[src/rtl/modn_seq_pkg.sv]
// modn_seq_pkg: shared types and constants for the modulo-N run sequencer.
//   seq_state_e : run-controller states
//   MOD_MIN     : smallest modulus a start is allowed to program
package modn_seq_pkg;
    typedef enum logic [1:0] {IDLE, RUN, PAUSE} seq_state_e;
    localparam int MOD_MIN = 2;
endpackage

[src/rtl/modn_sequencer_if.sv]
// modn_sequencer_if: config/command strobes and status outputs of the sequencer.
//   master : cfg_mod, cfg_periods, start, stop, pause out; cnt, busy, wrap, done,
//            periods_left, cfg_err in
//   slave  : the sequencer side, directions mirrored
interface modn_sequencer_if #(
    parameter int W  = 10,
    parameter int PW = 8
);
    logic [W-1:0]  cfg_mod;
    logic [PW-1:0] cfg_periods;
    logic          start;
    logic          stop;
    logic          pause;
    logic [W-1:0]  cnt;
    logic          busy;
    logic          wrap;
    logic          done;
    logic [PW-1:0] periods_left;
    logic          cfg_err;

    modport master (
        output cfg_mod, cfg_periods, start, stop, pause,
        input  cnt, busy, wrap, done, periods_left, cfg_err
    );

    modport slave (
        input  cfg_mod, cfg_periods, start, stop, pause,
        output cnt, busy, wrap, done, periods_left, cfg_err
    );
endinterface

[src/rtl/modn_count_core.sv]
// modn_count_core: W-bit counter with enable, sync clear and runtime-modulus compare.
//   clk, rst  : clock, async active-high reset
//   en_i      : increment on this edge
//   clr_i     : clear to 0 on this edge (wins over en_i)
//   mod_i     : current modulus M
//   cnt_o     : registered count
//   at_max_o  : combinational, high when cnt_o == M-1
module modn_count_core #(
    parameter int W = 10
) (
    input  logic         clk,
    input  logic         rst,
    input  logic         en_i,
    input  logic         clr_i,
    input  logic [W-1:0] mod_i,
    output logic [W-1:0] cnt_o,
    output logic         at_max_o
);
    logic [W-1:0] cnt_q, cnt_d;

    always_comb cnt_d = clr_i ? '0 : en_i ? cnt_q + W'(1) : cnt_q;

    always_ff @(posedge clk or posedge rst) begin
        if (rst) cnt_q <= '0;
        else     cnt_q <= cnt_d;
    end

    assign cnt_o    = cnt_q;
    assign at_max_o = cnt_q == mod_i - W'(1);
endmodule

[src/rtl/modn_sequencer.sv]
// modn_sequencer: IDLE/RUN/PAUSE run controller for a modulo-N counter.
//   clk, rst : clock, async active-high reset
//   bus      : slave side of modn_sequencer_if
//              in : cfg_mod, cfg_periods, start, stop, pause
//              out: cnt, busy, wrap, done, periods_left, cfg_err (all registered)
module modn_sequencer
    import modn_seq_pkg::*;
#(
    parameter int W  = 10,
    parameter int PW = 8
) (
    input  logic              clk,
    input  logic              rst,
    modn_sequencer_if.slave   bus
);
    seq_state_e    state_q, state_d;
    logic [W-1:0]  mod_q, mod_d;
    logic [PW-1:0] periods_left_q, periods_left_d;
    logic          wrap_q, wrap_d;
    logic          done_q, done_d;
    logic          cfg_err_q, cfg_err_d;
    logic          cnt_en, cnt_clr, at_max;

    modn_count_core #(.W(W)) u_core (
        .clk      (clk),
        .rst      (rst),
        .en_i     (cnt_en),
        .clr_i    (cnt_clr),
        .mod_i    (mod_q),
        .cnt_o    (bus.cnt),
        .at_max_o (at_max)
    );

    // A busy sequencer treats RUN and PAUSE alike: pause low means this edge
    // counts, so leaving PAUSE costs no extra cycle beyond the paused ones.
    always_comb begin
        state_d        = state_q;
        mod_d          = mod_q;
        periods_left_d = periods_left_q;
        wrap_d         = 1'b0;
        done_d         = 1'b0;
        cfg_err_d      = 1'b0;
        cnt_en         = 1'b0;
        cnt_clr        = 1'b0;
        if (bus.stop) begin
            state_d        = IDLE;
            periods_left_d = '0;
            cnt_clr        = 1'b1;
        end else if (state_q == IDLE) begin
            if (bus.start && bus.cfg_mod < W'(MOD_MIN)) begin
                cfg_err_d = 1'b1;
            end else if (bus.start) begin
                state_d        = RUN;
                mod_d          = bus.cfg_mod;
                periods_left_d = bus.cfg_periods;
                cnt_clr        = 1'b1;
            end
        end else if (bus.pause) begin
            state_d = PAUSE;
        end else if (at_max) begin
            state_d = RUN;
            cnt_clr = 1'b1;
            wrap_d  = 1'b1;
            // periods_left of 0 means free-run: never decremented, never done
            if (periods_left_q == PW'(1)) begin
                done_d         = 1'b1;
                periods_left_d = '0;
                state_d        = IDLE;
            end else if (periods_left_q != '0) begin
                periods_left_d = periods_left_q - PW'(1);
            end
        end else begin
            state_d = RUN;
            cnt_en  = 1'b1;
        end
    end

    always_ff @(posedge clk or posedge rst) begin
        if (rst) begin
            state_q        <= IDLE;
            mod_q          <= '0;
            periods_left_q <= '0;
            wrap_q         <= 1'b0;
            done_q         <= 1'b0;
            cfg_err_q      <= 1'b0;
        end else begin
            state_q        <= state_d;
            mod_q          <= mod_d;
            periods_left_q <= periods_left_d;
            wrap_q         <= wrap_d;
            done_q         <= done_d;
            cfg_err_q      <= cfg_err_d;
        end
    end

    assign bus.busy         = state_q != IDLE;
    assign bus.wrap         = wrap_q;
    assign bus.done         = done_q;
    assign bus.cfg_err      = cfg_err_q;
    assign bus.periods_left = periods_left_q;
endmodule

[src/flat_wrapper.sv]
// flat-port wrapper written by rule: the top's interface ports become plain ports
module modn_sequencer_flat import modn_seq_pkg::*;
#(
    parameter int W  = 10,
    parameter int PW = 8
)
  (clk, rst, bus_cfg_mod, bus_cfg_periods, bus_start, bus_stop, bus_pause, bus_cnt, bus_busy, bus_wrap, bus_done, bus_periods_left, bus_cfg_err);
  modn_sequencer_if #(.W(W), .PW(PW)) bus_i ();
  input  logic clk;
  input  logic rst;
  input wire logic [$bits(bus_i.cfg_mod)-1:0] bus_cfg_mod;
  input wire logic [$bits(bus_i.cfg_periods)-1:0] bus_cfg_periods;
  input wire logic [$bits(bus_i.start)-1:0] bus_start;
  input wire logic [$bits(bus_i.stop)-1:0] bus_stop;
  input wire logic [$bits(bus_i.pause)-1:0] bus_pause;
  output wire logic [$bits(bus_i.cnt)-1:0] bus_cnt;
  output wire logic [$bits(bus_i.busy)-1:0] bus_busy;
  output wire logic [$bits(bus_i.wrap)-1:0] bus_wrap;
  output wire logic [$bits(bus_i.done)-1:0] bus_done;
  output wire logic [$bits(bus_i.periods_left)-1:0] bus_periods_left;
  output wire logic [$bits(bus_i.cfg_err)-1:0] bus_cfg_err;
  assign bus_i.cfg_mod = bus_cfg_mod;
  assign bus_i.cfg_periods = bus_cfg_periods;
  assign bus_i.start = bus_start;
  assign bus_i.stop = bus_stop;
  assign bus_i.pause = bus_pause;
  assign bus_cnt = bus_i.cnt;
  assign bus_busy = bus_i.busy;
  assign bus_wrap = bus_i.wrap;
  assign bus_done = bus_i.done;
  assign bus_periods_left = bus_i.periods_left;
  assign bus_cfg_err = bus_i.cfg_err;
  modn_sequencer #(.W(W), .PW(PW)) u_core (.clk(clk), .rst(rst), .bus(bus_i));
endmodule
[config.mk]
export PLATFORM = sky130hd
export DESIGN_NAME = modn_sequencer_flat
export DESIGN_NICKNAME = d
export VERILOG_FILES = /design/src/rtl/modn_seq_pkg.sv /design/src/rtl/modn_sequencer_if.sv /design/src/rtl/modn_count_core.sv /design/src/rtl/modn_sequencer.sv /design/src/flat_wrapper.sv
export SDC_FILE = /design/constraint.sdc
export NUM_CORES = 1
export LEC_CHECK = 0
export ABC_AREA = 0
export BUFFER_PORTS_ARGS = -buffer_cell sky130_fd_sc_hd__buf_2
export CORE_AREA = 2 2 59 72
export CTS_CLUSTER_DIAMETER = 50
export DETAILED_ROUTE_END_ITERATION = 10
export DIE_AREA = 0 0 61 74
export GPL_ROUTABILITY_DRIVEN = 0
export PLACE_DENSITY = 0.9
export SETUP_SLACK_MARGIN = 0.05
export SYNTH_ARGS = -nofsm -noshare
export SYNTH_HDL_FRONTEND = slang
export SYNTH_HIERARCHICAL = 1
export SYNTH_SLANG_ARGS = --single-unit
[constraint.sdc]
create_clock -name clk -period 3.7 [get_ports clk]
set_input_delay 0.74 -clock clk [delete_from_list [all_inputs] [get_ports clk]]
set_output_delay 0.74 -clock clk [all_outputs]
set_load 0.05 [all_outputs]
==> results of run 1 <==
power by group through the flow:
stage | Combinational, mW | Sequential (mW) | Clock [mW]
final | 0.357 | 0.463 | 0.258
after global routing | 0.382 | 0.473 | 0.278
after CTS | 0.353 | 0.463 | 0.267
after detailed placement | 0.352 | 0.469 | 0
after global placement | 0.341 | 0.467 | 0
after floorplan | 0.222 | 0.509 | 0
layer usage:
metal | vias to the layer above | track usage | routed length [µm]
li1 | 882 | - | -
met1 | 877 | 0.287 | 2020
met2 | 75 | 0.382 | 2390
met3 | 9 | 0.0435 | 283
met4 | 0 | 0.0942 | 75
met5 | - | 0 | 0
cells by family (layout without fill, tap and decap cells):
group           after synthesis  count (layout)  share of synthesized area
simple gates                 87              87                      0.243
fa+ha+maj                     4               4                     0.0248
buf+inv                      20              68                     0.0397
xor+xnor                     17              17                     0.0738
flops                        33              33                      0.409
compound gates               44              44                      0.149
mux                          11              11                     0.0608
metrics by stage:
stage	hold slack, ps	setup slack [ps]	cells
finish	432	381	318
global route	466	179	318
CTS	438	327	318
detailed placement	520	397	310
global placement	511	552	310
floorplan	501	724	216
area by class of cell:
class / instances / area, µm²
clock buffer: 6 / 72.6
clock inverter: 2 / 10.0
inverter: 12 / 45.0
tap: 54 / 67.6
multi-input combinational: 163 / 1120
fill: 347 / 1460
sequential: 33 / 826
timing repair buffer: 48 / 250
worst max-delay path by stage:
| stage | to | slack (ps) | cells past startpoint |
|---|---|---|---|
| global placement | u_core/u_core/cnt_o[9] | 550 | 15 |
| detailed placement | u_core/u_core/cnt_o[9] | 400 | 15 |
| finish | u_core/u_core/cnt_o[5] | 380 | 11 |
| CTS | u_core/u_core/cnt_o[9] | 330 | 15 |
| floorplan | u_core/u_core/cnt_o[9] | 720 | 15 |
| global route | u_core/u_core/cnt_o[9] | 180 | 15 |
cells in the mapped netlist (2+ instances only):
master,instances
ha_1,4
dfrtp_1,33
nand4_1,5
clkbuf_1,6
o21ai_0,10
inv_1,12
nor3b_1,3
nand2_1,11
a31oi_1,2
mux2_2,10
and3_1,3
xnor2_1,8
a2bb2oi_1,2
a31o_2,2
a21oi_1,9
or3_1,3
o31ai_1,7
o211ai_1,2
xor2_1,9
nor3_1,15
nand3_1,6
nor4_1,5
nor2_1,22
sequential cells by signal, indices dropped and copies added (netlist names):
name,flops
u_core/bus.cfg_err,1
u_core/bus.periods_left,8
u_core/u_core/cnt_o,10
u_core/bus.done,1
u_core/mod_q,10
u_core/bus.wrap,1
u_core/state_q,2
critical path: stages, from the launching register on:
cell and delay, ps:
dfrtp_1 430, inv_1 80, ha_1 250, or4b_4 500
o311a_1 360, a211oi_2 340, a31o_2 220, nor2_1 80
inv_1 140, o2111ai_2 230, or3_1 440, a21oi_1 180
repair_timing:
| item | in CTS | in global routing |
|---|---|---|
| setup endpoints to repair | 0 | 1 |
| gates resized for setup | 0 | 1 |
| endpoints found under the hold margin | 0 | 0 |
| hold buffers | 0 | 0 |
==> results.sh, run 1 <==
export IMPL_run_status="finished, final reports clean"
export IMPL_drtIter0Drc=129
export IMPL_final_area_um2=2390
export IMPL_combPwrFrac=0.331
export IMPL_crit_fanout=6
export IMPL_root_buffer="clkbuf_8"
export IMPL_async_flop_share=1.00
export IMPL_utilization=0.621
export IMPL_netlist_instances=216
export IMPL_worstRegToRegCells=11
export IMPL_total_power_mw=1.08
export IMPL_final_cell_mix="buf_2 (44), dfrtp_1 (33), nor2_1 (22)"
export IMPL_grt_max_degree=24
export IMPL_ys_seq_area_frac=0.409
export IMPL_hold_path_class="in -> async"
export IMPL_synth_flop_cell="dfrtp_1"
export IMPL_worstPathArrival_ps=3530
export IMPL_fin_worst_skew_ps=8.64
export IMPL_syn_nets=243
export IMPL_cp_startpoint="u_core/mod_q[0]"
export IMPL_grt_use_total=0.228
export IMPL_cap_violations=0
export IMPL_crit_path_end_kind="register"
export IMPL_max_freq_mhz=301
export IMPL_netlist_area_um2=2020
export IMPL_synth_edff_count=0
export IMPL_fin_tns_setup_ps=0
export IMPL_rows=25
export IMPL_first_global_vias=1706
export IMPL_finalHoldViolCount=0
export IMPL_ys_ff_latch=33
export IMPL_placed_area_um2=2300
export IMPL_diodes=0
export IMPL_path_class="reg -> reg"
export IMPL_syn_area_per_cell_um2=9.34
export IMPL_seq_power_share=0.430
export IMPL_intPower_uw=673
export IMPL_r2r_start="u_core/mod_q[0]"
export IMPL_drt_antenna_violating_nets=0
export IMPL_clkTransAtPathRegs_ps=70
export IMPL_core_um2=3850
export IMPL_maxSlewHeadroom=0.393
export IMPL_die_h_um=74
export IMPL_wl_um=4770
export IMPL_cp_start_kind="register"
export IMPL_period_needed_ps=3320
export IMPL_pin_count=45
export IMPL_die_area_um2=4510
export IMPL_nets=290
export IMPL_drc=0
export IMPL_postCtsSetupBuffers=0
export IMPL_layout_commonest_cell="buf_2"
export IMPL_synth_distinct_cells=50
export IMPL_area_delta_synth_final_pct=18.4
export IMPL_cts_max_level=2
export IMPL_clk_path_buf_depth=2
export IMPL_tightest_slew_ps=910
export IMPL_cts_tree="done"
export IMPL_yosysTopAreaCell="dfrtp_1"
export IMPL_setup_viol=0
export IMPL_synth_area_leaders="dfrtp_1 (41%), mux2_2 (5.6%), nor2_1 (4.1%)"
export IMPL_p_sw_frac=0.376
export IMPL_powerDensity_nw_per_um2=451
export IMPL_avgViaCountPerCell=5.80
export IMPL_drive_gt1_frac=0.292
export IMPL_wl_per_cell_um=15.0
export IMPL_fin_crit_sh=0.897
export IMPL_worstPathRequired_ps=3910
export IMPL_r2r_setup_slack_ps=380
export IMPL_grt_antenna_before_repair=0
export IMPL_firstDrtPassIters=4
export IMPL_dieWidth_um=61
export IMPL_numPortBuffers=44
export IMPL_cts_buffers=5
export IMPL_ir_worst_vdd_mv=0.275
export IMPL_p_leak_nw=1.11
export IMPL_r2r_end="u_core/u_core/cnt_o[5]"
export IMPL_grt_overflow=0
export IMPL_vias=1843
export IMPL_clock_sinks=33
export IMPL_start_util=0.525
export IMPL_switchingPower_uw=406
export IMPL_clock_latency_ps=280
export IMPL_synth_top_area_frac=0.409
export IMPL_finalMaxSlewViolations=0
export IMPL_yosysWarnings=6
export IMPL_p_clk_frac=0.240
export IMPL_grt_pass1_wl_um=7660
export IMPL_grt_setup_unrepaired="no"
export IMPL_hpwl_um=3490
Note: power is estimated with default switching activity, not from simulation.
==> run 2, diff against run 1 <==
--- a/config.mk
+++ b/config.mk
@@ -6,13 +6,13 @@
 export NUM_CORES = 1
 export LEC_CHECK = 0
 export ABC_AREA = 0
-export BUFFER_PORTS_ARGS = -buffer_cell sky130_fd_sc_hd__buf_2
-export CORE_AREA = 2 2 59 72
+export CORE_AREA = 2 2 55 68
 export CTS_CLUSTER_DIAMETER = 50
 export DETAILED_ROUTE_END_ITERATION = 10
-export DIE_AREA = 0 0 61 74
+export DIE_AREA = 0 0 57 70
+export DONT_BUFFER_PORTS = 1
 export GPL_ROUTABILITY_DRIVEN = 0
-export PLACE_DENSITY = 0.9
+export PLACE_DENSITY = 0.88
 export SETUP_SLACK_MARGIN = 0.05
 export SYNTH_ARGS = -nofsm -noshare
 export SYNTH_HDL_FRONTEND = slang
==> constraint.sdc (replaced) <==
create_clock -name clk -period 3.06 [get_ports clk]
set_input_delay 0.612 -clock clk [delete_from_list [all_inputs] [get_ports clk]]
set_output_delay 0.612 -clock clk [all_outputs]
set_load 0.05 [all_outputs]
==> results.sh, run 2 (synthesized netlist as in run 1, its figures left out) <==
export IMPL_intPower_uw=863
export IMPL_die_area_um2=3990
export IMPL_fin_crit_sh=0.974
export IMPL_setup_viol=0
export IMPL_clock_latency_ps=290
export IMPL_fin_worst_skew_ps=9.77
export IMPL_drt_antenna_violating_nets=0
export IMPL_drive_gt1_frac=0.263
export IMPL_grt_use_total=0.260
export IMPL_ir_worst_vdd_mv=0.500
export IMPL_crit_fanout=6
export IMPL_total_power_mw=1.37
export IMPL_seq_power_share=0.451
export IMPL_clk_path_buf_depth=2
export IMPL_hpwl_um=3640
export IMPL_path_class="reg -> reg"
export IMPL_tightest_slew_ps=868
export IMPL_period_needed_ps=2980
export IMPL_first_global_vias=1713
export IMPL_root_buffer="clkbuf_8"
export IMPL_nets=266
export IMPL_area_delta_synth_final_pct=18.5
export IMPL_numPortBuffers=0
export IMPL_die_h_um=70
export IMPL_diodes=0
export IMPL_wl_per_cell_um=18.6
export IMPL_cp_start_kind="register"
export IMPL_avgViaCountPerCell=6.54
export IMPL_worstPathCellList="inv_1 -> ha_2 -> or4b_4 -> o21ai_0 -> nand4_1 -> a211oi_4 -> a31o_2 -> nor2_4 -> inv_2 -> o2111ai_4 -> or3_1 -> a21oi_1"
export IMPL_clock_sinks=33
export IMPL_maxSlewHeadroom=0.421
export IMPL_worstPathArrival_ps=3190
export IMPL_p_leak_nw=1.03
export IMPL_combPwrFrac=0.288
export IMPL_grt_antenna_before_repair=0
export IMPL_finalHoldViolCount=0
export IMPL_max_freq_mhz=336
export IMPL_grt_overflow=0
export IMPL_final_cells=279
export IMPL_grt_max_degree=24
export IMPL_p_sw_frac=0.368
export IMPL_final_cell_mix="dfrtp_1 (33), buf_4 (23), nor2_1 (20)"
export IMPL_cts_buffers=5
export IMPL_core_um2=3420
export IMPL_ctsHoldBuffers=0
export IMPL_grt_setup_unrepaired="yes"
export IMPL_run_status="finished, final reports clean"
export IMPL_rows=24
export IMPL_worstPathRequired_ps=3270
export IMPL_crit_path_end_kind="register"
export IMPL_start_util=0.590
export IMPL_grt_pass1_wl_um=8140
export IMPL_placed_cells=267
export IMPL_drc=0
export IMPL_cts_max_level=2
export IMPL_vias=1825
export IMPL_cap_violations=0
export IMPL_clkTransAtPathRegs_ps=70
export IMPL_powerDensity_nw_per_um2=572
export IMPL_wl_um=5190
export IMPL_slowest_stage="or4b_4"
export IMPL_slowest_delay_ps=500
export IMPL_firstDrtPassIters=4
export IMPL_hold_path_class="in -> async"
export IMPL_cts_tree="done"
export IMPL_finalMaxSlewViolations=0
export IMPL_layout_commonest_cell="dfrtp_1"
export IMPL_switchingPower_uw=503
export IMPL_dieWidth_um=57
export IMPL_p_clk_frac=0.260
export IMPL_drtIter0Drc=97
export IMPL_pin_count=45
-- run 2: per-layer routing --
| layer | wire (µm) | vias up | GRT usage |
|---|---|---|---|
| met4 | 163 | 0 | 0.121 |
| met5 | 0 | - | 0 |
| li1 | - | 833 | - |
| met3 | 452 | 17 | 0.0778 |
| met2 | 2640 | 101 | 0.414 |
| met1 | 1940 | 874 | 0.322 |
-- run 2: power by group through the flow --
stage	Sequential, mW	Clock [mW]	Combinational, mW
floorplan	0.615	0	0.269
global placement	0.620	0	0.341
detailed placement	0.625	0	0.353
CTS	0.616	0.361	0.357
global route	0.626	0.377	0.427
finish	0.617	0.356	0.394
-- run 2: final timing paths --
| check | from | end | slack, ps | cells past startpoint |
|---|---|---|---|---|
| worst max register to register | u_core/mod_q[1] | u_core/u_core/cnt_o[5] | 80 | 12 |
| max in group asynchronous | rst | u_core/bus.periods_left[5] | 2130 | 1 |
| min in group clk | bus_pause | u_core/bus.done | 390 | 1 |
| worst min register to register | u_core/mod_q[9] | u_core/mod_q[9] | 550 | 1 |
| worst max-delay path | u_core/mod_q[1] | u_core/u_core/cnt_o[5] | 80 | 12 |
| worst min-delay path | rst | u_core/u_core/cnt_o[2] | 200 | 1 |
-- run 2: critical path, delay by kind of cell, from the launching register on --
family                   cells  cell delay, ps
flip-flops                   1             410
adder cells (fa/ha/maj)      1             160
buffers and inverters        2             170
AO/OA/AOI/OAI                5            1050
AND/OR/NAND/NOR              4            1090
-- run 2: cell type report --
| type | instances | area [µm²] |
|---|---|---|
| clock inverters | 1 | 5.00 |
| multi-input cells | 163 | 1190 |
| repair buffers | 24 | 184 |
| clock buffers | 7 | 96.3 |
| inverters | 12 | 45.0 |
| flip-flops and latches | 33 | 826 |
| well taps | 39 | 48.8 |
| fillers | 264 | 1030 |
-- run 2: timing repair --
action / in CTS / in global routing
buffers inserted: 0 / 3
resized for setup: 1 / 13
pin swaps: 1 / 9
gates cloned: 0 / 1
endpoints found under the setup margin: 3 / 7
-- run 2: through the flow --
step           setup TNS [ps]  setup WS [ps]  hold WS (ps)  cell area [µm²]  utilization
2_1_floorplan               0           84.1           452             2020            -
3_3_place_gp                0            136           497             2180        0.637
3_5_place_dp            -16.2          -16.2           506             2180        0.637
4_1_cts                     0           73.6           202             2290        0.669
5_1_grt                  -426          -90.3           227             2390        0.698
6_report                    0           79.4           196             2390        0.698
